**config.mk**
```make
export PLATFORM = sky130hd
export DESIGN_NAME = mult_seq_host
export DESIGN_NICKNAME = d
export VERILOG_FILES = /design/src/rtl/mult_seq_pkg.sv /design/src/rtl/mult_op_fifo.sv /design/src/rtl/mult_seq_host.sv
export SDC_FILE = /design/constraint.sdc
export NUM_CORES = 1
export LEC_CHECK = 0
export CAP_MARGIN = 20
export CELL_PAD_IN_SITES_DETAIL_PLACEMENT = 1
export CELL_PAD_IN_SITES_GLOBAL_PLACEMENT = 1
export CORE_MARGIN = 5
export CORE_UTILIZATION = 45
export DETAILED_ROUTE_END_ITERATION = 6
export PLACE_DENSITY = 0.86
export REMOVE_ABC_BUFFERS = 1
export SLEW_MARGIN = 20
export SYNTH_ARGS = -nofsm -noshare
export SYNTH_HDL_FRONTEND = slang
export SYNTH_SLANG_ARGS = --single-unit
```
**constraint.sdc**
```tcl
create_clock -name clk -period 6.6 [get_ports clk]
set_input_delay 0.99 -clock clk [delete_from_list [all_inputs] [get_ports clk]]
set_output_delay 0.99 -clock clk [all_outputs]
set_load 0.05 [all_outputs]
```
**src/rtl/mult_seq_pkg.sv**
```systemverilog
// Shared constants and types for the multi-select multiplier host driver.
package mult_seq_pkg;

  localparam int DW_DEF    = 8;
  localparam int OW_DEF    = 11;
  localparam int DEPTH_DEF = 4;

  // Multiplier output weights, one per frame phase.
  localparam int W1 = 1;
  localparam int W3 = 3;
  localparam int W7 = 7;
  localparam int W8 = 8;

  typedef enum logic [1:0] {P0, P1, P2, P3} phase_t;
  typedef enum logic {UNSYNC, SYNC} state_t;

  // Weight carried by mul_out in a given phase.
  function automatic int weight(input phase_t p);
    case (p)
      P0:      return W1;
      P1:      return W3;
      P2:      return W7;
      default: return W8;
    endcase
  endfunction

endpackage

```
**src/rtl/mult_op_fifo.sv**
```systemverilog
// Operand FIFO: DEPTH x DW, registered count, read data is the head entry.
module mult_op_fifo
  import mult_seq_pkg::*;
#(
  parameter int DW    = DW_DEF,
  parameter int DEPTH = DEPTH_DEF
) (
  input  logic                     clk,
  input  logic                     rst,
  input  logic                     push,
  input  logic                     pop,
  input  logic [DW-1:0]            wdata,
  output logic [DW-1:0]            rdata,
  output logic                     full,
  output logic                     empty,
  output logic [$clog2(DEPTH):0]   count
);
  localparam int AW = $clog2(DEPTH);

  logic [DW-1:0] mem [DEPTH];
  logic [AW-1:0] wp, rp;

  // Storage array, written on push only.
  always_ff @(posedge clk)
    if (push) mem[wp] <= wdata;

  // Pointers and occupancy; pointers wrap naturally since DEPTH is a power of 2.
  always_ff @(posedge clk or negedge rst) begin
    if (!rst) begin
      wp    <= '0;
      rp    <= '0;
      count <= '0;
    end else begin
      if (push) wp <= wp + 1'b1;
      if (pop)  rp <= rp + 1'b1;
      case ({push, pop})
        2'b10:   count <= count + 1'b1;
        2'b01:   count <= count - 1'b1;
        default: count <= count;
      endcase
    end
  end

  assign rdata = mem[rp];
  assign full  = (count == (AW+1)'(DEPTH));
  assign empty = (count == '0);

endmodule

```
**src/rtl/mult_seq_host.sv**
```systemverilog
// Host driver for the 4-cycle multi-select multiplier: buffers operands,
// tracks the frame phase from mul_grant, captures and checks x1/x3/x7/x8.
module mult_seq_host
  import mult_seq_pkg::*;
#(
  parameter int DW    = DW_DEF,
  parameter int OW    = OW_DEF,
  parameter int DEPTH = DEPTH_DEF
) (
  input  logic          clk,
  input  logic          rst,
  input  logic          in_valid,
  input  logic [DW-1:0] in_data,
  output logic          in_ready,
  output logic [DW-1:0] mul_d,
  input  logic          mul_grant,
  input  logic [OW-1:0] mul_out,
  output logic          res_valid,
  output logic [DW-1:0] res_op,
  output logic [OW-1:0] res_x1,
  output logic [OW-1:0] res_x3,
  output logic [OW-1:0] res_x7,
  output logic [OW-1:0] res_x8,
  output logic          res_err,
  output logic          sync_err
);

  state_t        st;
  phase_t        ph;        // phase of the previous cycle while SYNC
  phase_t        cur_ph;    // phase of the current cycle
  logic          cur_sync;  // current cycle belongs to a tracked frame
  logic          perr;      // grant out of phase in this cycle
  logic          busy;      // current frame carries a real operand
  logic          next_busy; // operand loaded for the following frame
  logic [DW-1:0] shadow, frm_op;
  logic [OW-1:0] cap_x1, cap_x3, cap_x7;
  logic          err_acc, mis;
  logic          push, pop, full, empty;
  logic [DW-1:0] fifo_q;
  logic [$clog2(DEPTH):0] fifo_cnt;

  function automatic logic [OW-1:0] scale(input logic [DW-1:0] op, input phase_t p);
    return OW'(op) * OW'(weight(p));
  endfunction

  assign in_ready = !full;
  assign push     = in_valid && in_ready;
  assign pop      = cur_sync && (cur_ph == P2) && !empty;
  assign mis      = (mul_out != scale(frm_op, cur_ph));

  mult_op_fifo #(.DW(DW), .DEPTH(DEPTH)) u_fifo (
    .clk   (clk),
    .rst   (rst),
    .push  (push),
    .pop   (pop),
    .wdata (in_data),
    .rdata (fifo_q),
    .full  (full),
    .empty (empty),
    .count (fifo_cnt)
  );

  // Decide this cycle's phase: a grant always restarts at P0, a missing
  // grant where P0 was due drops back to UNSYNC.
  always_comb begin
    cur_ph   = P0;
    cur_sync = 1'b0;
    perr     = 1'b0;
    if (st == UNSYNC) begin
      cur_sync = mul_grant;
    end else if (mul_grant) begin
      cur_sync = 1'b1;
      perr     = (ph != P3);
    end else if (ph == P3) begin
      perr     = 1'b1;
    end else begin
      cur_sync = 1'b1;
      cur_ph   = phase_t'(ph + 2'd1);
    end
  end

  // Phase state, operand load at the P2 edge, capture/check and result.
  always_ff @(posedge clk or negedge rst) begin
    if (!rst) begin
      st        <= UNSYNC;
      ph        <= P0;
      busy      <= 1'b0;
      next_busy <= 1'b0;
      shadow    <= '0;
      frm_op    <= '0;
      mul_d     <= '0;
      cap_x1    <= '0;
      cap_x3    <= '0;
      cap_x7    <= '0;
      err_acc   <= 1'b0;
      res_valid <= 1'b0;
      res_op    <= '0;
      res_x1    <= '0;
      res_x3    <= '0;
      res_x7    <= '0;
      res_x8    <= '0;
      res_err   <= 1'b0;
      sync_err  <= 1'b0;
    end else begin
      res_valid <= 1'b0;
      st        <= cur_sync ? SYNC : UNSYNC;
      ph        <= cur_ph;
      if (perr) begin
        // The interrupted frame and any operand already queued for the
        // next one are discarded; no result is produced for them.
        sync_err  <= 1'b1;
        busy      <= 1'b0;
        next_busy <= 1'b0;
      end else if (cur_sync) begin
        unique case (cur_ph)
          P0: begin
            cap_x1  <= mul_out;
            err_acc <= mis;
          end
          P1: begin
            cap_x3  <= mul_out;
            err_acc <= err_acc | mis;
          end
          P2: begin
            cap_x7    <= mul_out;
            err_acc   <= err_acc | mis;
            next_busy <= !empty;
            if (!empty) begin
              mul_d  <= fifo_q;
              shadow <= fifo_q;
            end
          end
          P3: begin
            if (busy) begin
              res_valid <= 1'b1;
              res_op    <= frm_op;
              res_x1    <= cap_x1;
              res_x3    <= cap_x3;
              res_x7    <= cap_x7;
              res_x8    <= mul_out;
              res_err   <= err_acc | mis;
            end
            busy   <= next_busy;
            frm_op <= shadow;
          end
        endcase
      end
    end
  end

endmodule

```
Yosys cells after proc, flatten, opt, wreduce, memory -nomap -nowiden
Memory sizes are Yosys's and may differ from the RTL's. A register that Yosys moved wholly into a read port is not among the register bits.
Index checks and enable logic that the tools add are counted.

word-level totals
  bits in registers = 109
  RAM bits = 32
  bits of input ports = 23
  output and inout port bits = 64
  word-level logic and storage cells = 87
  memories kept = 1

memory list
  name        words  bits a word  rd ports  clocked after memory_dff  write ports  line                source
  u_fifo.mem  4      8            1         1                         1            mult_op_fifo.sv:20  logic [DW-1:0] mem [DEPTH];

cells by class
  add/sub/neg operators = 5
  $mul = 1
  eq/ne operators = 9
  muxes and demuxes = 25
  bitwise operators = 3
  reductions and logical operators = 23

operators by type and width
  operator               count
  $mux W1                19
  $reduce_and A3 Y1      5
  $pmux W4 S3            1
  $mul A8 B11 Y11        1
  $ne A11 B11 Y1         1
  $reduce_bool A2 Y1     5
  $eq A2 B2 Y1 const B   4
  $reduce_and A4 Y1      2
  $add A2 B1 Y2 const B  3
  $mux W2                3
  $pmux W3 S2            1
  $eq A2 B1 Y1 const B   2
  $reduce_and A2 Y1      2
  $add A3 B1 Y3 const B  1
  $eq A3 B3 Y1 const B   1
  $logic_and A1 B1 Y1    3
  $logic_not A1 Y1       3
  $logic_not A3 Y1       1
  $sub A3 B1 Y3 const B  1
  $logic_not A2 Y1       1
  $ne A2 B2 Y1 const B   1
  $not A1 Y1             2
  $pmux W1 S2            1
  $reduce_or A2 Y1       1
  $or A1 B1 Y1           1

Longest topological paths before layout
  depth after elaboration = 10
  gate-level depth with buffers = 18
  mapped depth without buffers = 16

By module
A second synthesis with hierarchy kept.

second synthesis, totals
  cells, all modules = 576
  area total of the unflattened synthesis = 6807.8 µm²

by module, submodules not included
  module         instances  cells an instance  area each (µm²)  seq. area each (µm²)
  mult_seq_host  1          498                5255.0           2752.6
  mult_op_fifo   1          78                 1552.7           1136.1

Worst setup path before layout
Ideal clock, no wire load.

  path type = input to register
  from = input mul_grant
  to = register err_acc
  library setup time = 0.132 ns
  arrival time = 4.953 ns
  required time = 6.468 ns
  setup slack = 1.515 ns
  stages on the path = 17
  buffers on the path = 1
  cell sequence = inv_2 > nand2_1 > or3_1 > inv_1 > ha_1 > clkbuf_1 > nand2_1 > fa_1 > fa_1 > inv_1 > fa_1 > xnor3_1 > nand4_1 > nor4b_2 > nand4_1 > nor4_2 > o21ai_1

between the ends
  word-level cells in the longest chain between the ends = 8
  elaborated cells between the ends (all ways) = 18
  classes of those cells = 1 x mul; 3 x eq/ne; 8 x mux; 2 x bitwise; 4 x reduce/logical

RTL lines
  what                                        line                                        source
  start, declared                             mult_seq_host.sv:16                         input logic mul_grant,
  $mux W2 *                                   mult_seq_host.sv:71                         end else if (mul_grant) begin
  $mux W2 *                                   mult_seq_host.sv:69                         if (st == UNSYNC) begin
  named net cur_ph[0]                         mult_seq_host.sv:30                         phase_t cur_ph;
  $eq A2 B2 Y1, or another cell as far along  mult_seq_pkg.sv:19, mult_seq_host.sv:115
  $pmux W4 S3                                 mult_seq_pkg.sv:19                          case (p)
  $mul A8 B11 Y11                             mult_seq_host.sv:43                         return OW'(op) * OW'(weight(p));
  $ne A11 B11 Y1                              mult_seq_host.sv:49                         assign mis = (mul_out != scale(frm_op, cur_ph));
  $or A1 B1 Y1                                mult_seq_host.sv:122, mult_seq_host.sv:126
  $pmux W1 S2                                 mult_seq_host.sv:115                        unique case (cur_ph)
  end signal, assigned                        mult_seq_host.sv:118                        err_acc <= mis;
  end signal, assigned                        mult_seq_host.sv:122                        err_acc <= err_acc | mis;
  end signal, assigned                        mult_seq_host.sv:126                        err_acc <= err_acc | mis;
  end, declared                               mult_seq_host.sv:37                         logic err_acc, mis;

The timed path passes the listed nets; every way through them passes the cells marked *.
A chain may end at the register's enable or synchronous reset.

Worst setup path in the final report
Same ends and word-level chain as after synthesis.

==> flow_metrics.py <==
metrics = {
    "critical_path": {
        "cpMostUsedCell": "fa_1",
        "cp_num_buf_inv": 4,
        "crit_required_ns": 6.90,
        "worstPathArrival_ns": 5.94,
        "crit_chain": "clkdlybuf4s50_1 -> inv_2 -> nand2_1 -> or3_1 -> inv_1 -> ha_1 -> nand2_1 -> fa_1 -> fa_1 -> inv_1 -> fa_1 -> xnor3_1 -> nand4_1 -> nor4b_2 -> nand4_1 -> nor4_2 -> o21ai_1",
        "path_delay_family": "adder cells",
        "crit_slowest_cell": "fa_1",
        "end_kind": "flop",
        "slowest_delay_ns": 0.54,
        "cp_max_fo": 17,
        "critPathKind": "in -> reg",
        "startpoint_type": "input pin",
    },
    "layout": {
        "area_delta_synth_final_pct": 23.9,
        "n_antenna_cell": 0,
        "layout_common_cells": "182 x nand2_1, 117 x dfrtp_1, 85 x clkdlybuf4s50_1, 49 x mux2_1, 32 x edfxtp_1",
        "stdcell_count": 860,
        "layout_commonest_cell": "nand2_1",
        "drive_gt1_frac": 0.0729,
        "layout.nets": 721,
        "stdcell_area_mm2": 0.00845,
        "fillers": 1529,
    },
    "status": {
        "status": "completed",
    },
    "sta": {
        "final.period_utilization": 0.854,
        "hold_ws_ns": 0.462,
        "hold_viol": 0,
        "rsz0062_at_grt": "false",
        "tns_ns": 0,
        "max_freq_mhz": 177,
        "setup_viol": 0,
        "skew_ns": 0.00720,
        "fin_crit_ns": 5.64,
        "slew_violations": 0,
        "worstMarginPinSlew_ns": 0.947,
        "slew_headroom": 0.369,
    },
    "synthesis": {
        "syn-instance-count": 572,
        "async_flop_share": 0.785,
        "synth-main-ff-cell": "dfrtp_1",
        "seq_area_frac_synth": 0.570,
        "yosysTopAreaCellShare": 0.429,
        "synth_area_mm2": 0.00682,
        "yosys_warnings": 0,
        "ys_ff_latch": 149,
        "synth_edf_count": 32,
        "syn_area_per_cell_um2": 11.9,
        "yosys.cell_types.count": 48,
        "ys_top_cells_by_area": "dfrtp_1 43%, edfxtp_1 14%, nand2_1 10%",
        "synth_top_cell_by_area": "dfrtp_1",
    },
    "clock_network": {
        "cts_tree": "built",
        "cts_hold_buf": 0,
        "cts_made_buffers": 17,
        "postCtsSetupBuffers": 0,
        "clock_latency_ns": 0.43,
        "cts_max_level": 4,
        "ctsResizeCount": 0,
        "clockRootBuffer": "clkbuf_16",
        "clk_pin_slew_worst_paths_ns": 0.06,
        "cts_sinks": 149,
        "clk_path_buf_depth": 2,
    },
    "die": {
        "fp-row-count": 45,
        "die_height_um": 133,
        "die_area_mm2": 0.0177,
        "io_pins": 87,
        "initial_core_util": 0.454,
        "coreArea_mm2": 0.0150,
        "die_w_um": 133,
    },
    "power_and_ir_drop": {
        "clockPowerShare": 0.280,
        "irDropWorstVdd_uv": 198,
        "power_density_mw_per_mm2": 422,
        "p_seq_frac": 0.395,
        "switchingPower_mw": 1.26,
        "combPwrFrac": 0.325,
        "swShare": 0.352,
        "power.leakage_nw": 3.92,
        "power.internal_mw": 2.31,
    },
    "worst_hold_path": {
        "hold_class": "reg -> reg",
    },
    "drt": {
        "dr.first_iter.drc_count": 203,
        "drt-total-wl_um": 15600,
        "dr.pass1.iters": 4,
        "via_per_inst": 5.20,
        "wl_per_cell_um": 18.2,
        "routed-via-count": 4468,
        "ant_nets": 0,
        "drc": 0,
    },
    "flow_run": {
        "drv_cap": 0,
    },
    "placed_design": {
        "dp_cells": 828,
        "hpwl_um": 10900,
        "gp_congestion": 0.796,
        "place_area_mm2": 0.00785,
        "port_buffers": 86,
    },
    "global_routing": {
        "antenna_found_initial": 0,
        "grt_max_degree": 62,
        "grt_pass1_vias": 5098,
        "grt_use_total": 0.189,
        "grt_pass1_wl_um": 26300,
        "globalRoute.totalOverflow": 0,
    },
}
[power by group through the flow]
stage	Sequential [mW]	Clock (mW)	Combinational, mW
floorplan	1.58	0	0.589
finish	1.41	1.00	1.16
CTS	1.42	1.02	1.18
global route	1.45	1.07	1.26
global placement	1.40	0	1.09
detailed placement	1.42	0	1.16
[logic make-up after synthesis]
group / after synthesis / share of synthesized area
muxes: 58 / 0.109
and+or+nand+nor: 233 / 0.147
xor gates and xnor gates: 21 / 0.0310
adders and majority gates: 39 / 0.0859
DFF: 149 / 0.570
buffers and inverters: 44 / 0.0262
AOI/OAI and AO/OA: 28 / 0.0310
[path summary, 6_finish.rpt]
check / endpoint / from / cells after the start / slack [ns]
setup reg to reg: err_acc / ph[0] / 15 / 1.50
min in group asynchronous: res_valid / rst / 1 / 0.62
setup / recovery: err_acc / mul_grant / 17 / 0.96
max in group asynchronous: res_x7[0] / rst / 2 / 4.78
hold / removal: res_x7[2] / cap_x7[2] / 2 / 0.46
hold reg to reg: res_x7[2] / cap_x7[2] / 2 / 0.46
[cell usage after synthesis, types with 6 or more instances]
library cell and count:
nand2_1 182, dfrtp_1 117, nand2b_1 6, nor2_1 6, buf_2 11, mux4_2 8
fa_1 13, ha_1 26, mux2_1 49, inv_1 21, edfxtp_1 32, and2_1 6
xnor2_1 11, clkbuf_1 8, xor2_1 8
[tightest hold or removal path, cell delays in order, from the launching register on]
cell and delay (ns):
dfrtp_1 0.34, nand2_1 0.05, nand2_1 0.05
[routing by layer]
metal,GRT usage,vias up,share of wire
met5,0,-,0
met4,0.0789,0,0.027
met3,0.0468,34,0.038
met2,0.341,94,0.53
met1,0.215,2255,0.41
li1,-,2085,-
[stage by stage]
stage	setup slack, ns	power [mW]	util
floorplan	1.62	2.17	-
global placement	0.851	2.49	0.522
detailed placement	0.538	2.58	0.522
CTS	0.968	3.62	0.562
global route	0.581	3.78	0.562
finish	0.964	3.57	0.562
[sequential cells by signal, summed over array words and instances, names as in the netlist, 3 cells and up]
name          count
res_op            8
frm_op            8
res_x3           11
cap_x3           11
shadow            8
cap_x1           11
u_fifo.mem       32
cap_x7           11
res_x1           11
u_fifo.count      3
res_x8           11
res_x7           11
[layout make-up]
cell class | count | area (µm²) | area share
clock buffer | 20 | 447 | 0.0529
clock inverter | 12 | 159 | 0.0188
inverter | 24 | 90.1 | 0.0107
multi-input combinational | 379 | 2760 | 0.326
sequential | 149 | 3890 | 0.460
tap | 188 | 235 | 0.0278
timing repair buffer | 88 | 873 | 0.103
(Power assumes the default switching activity.)
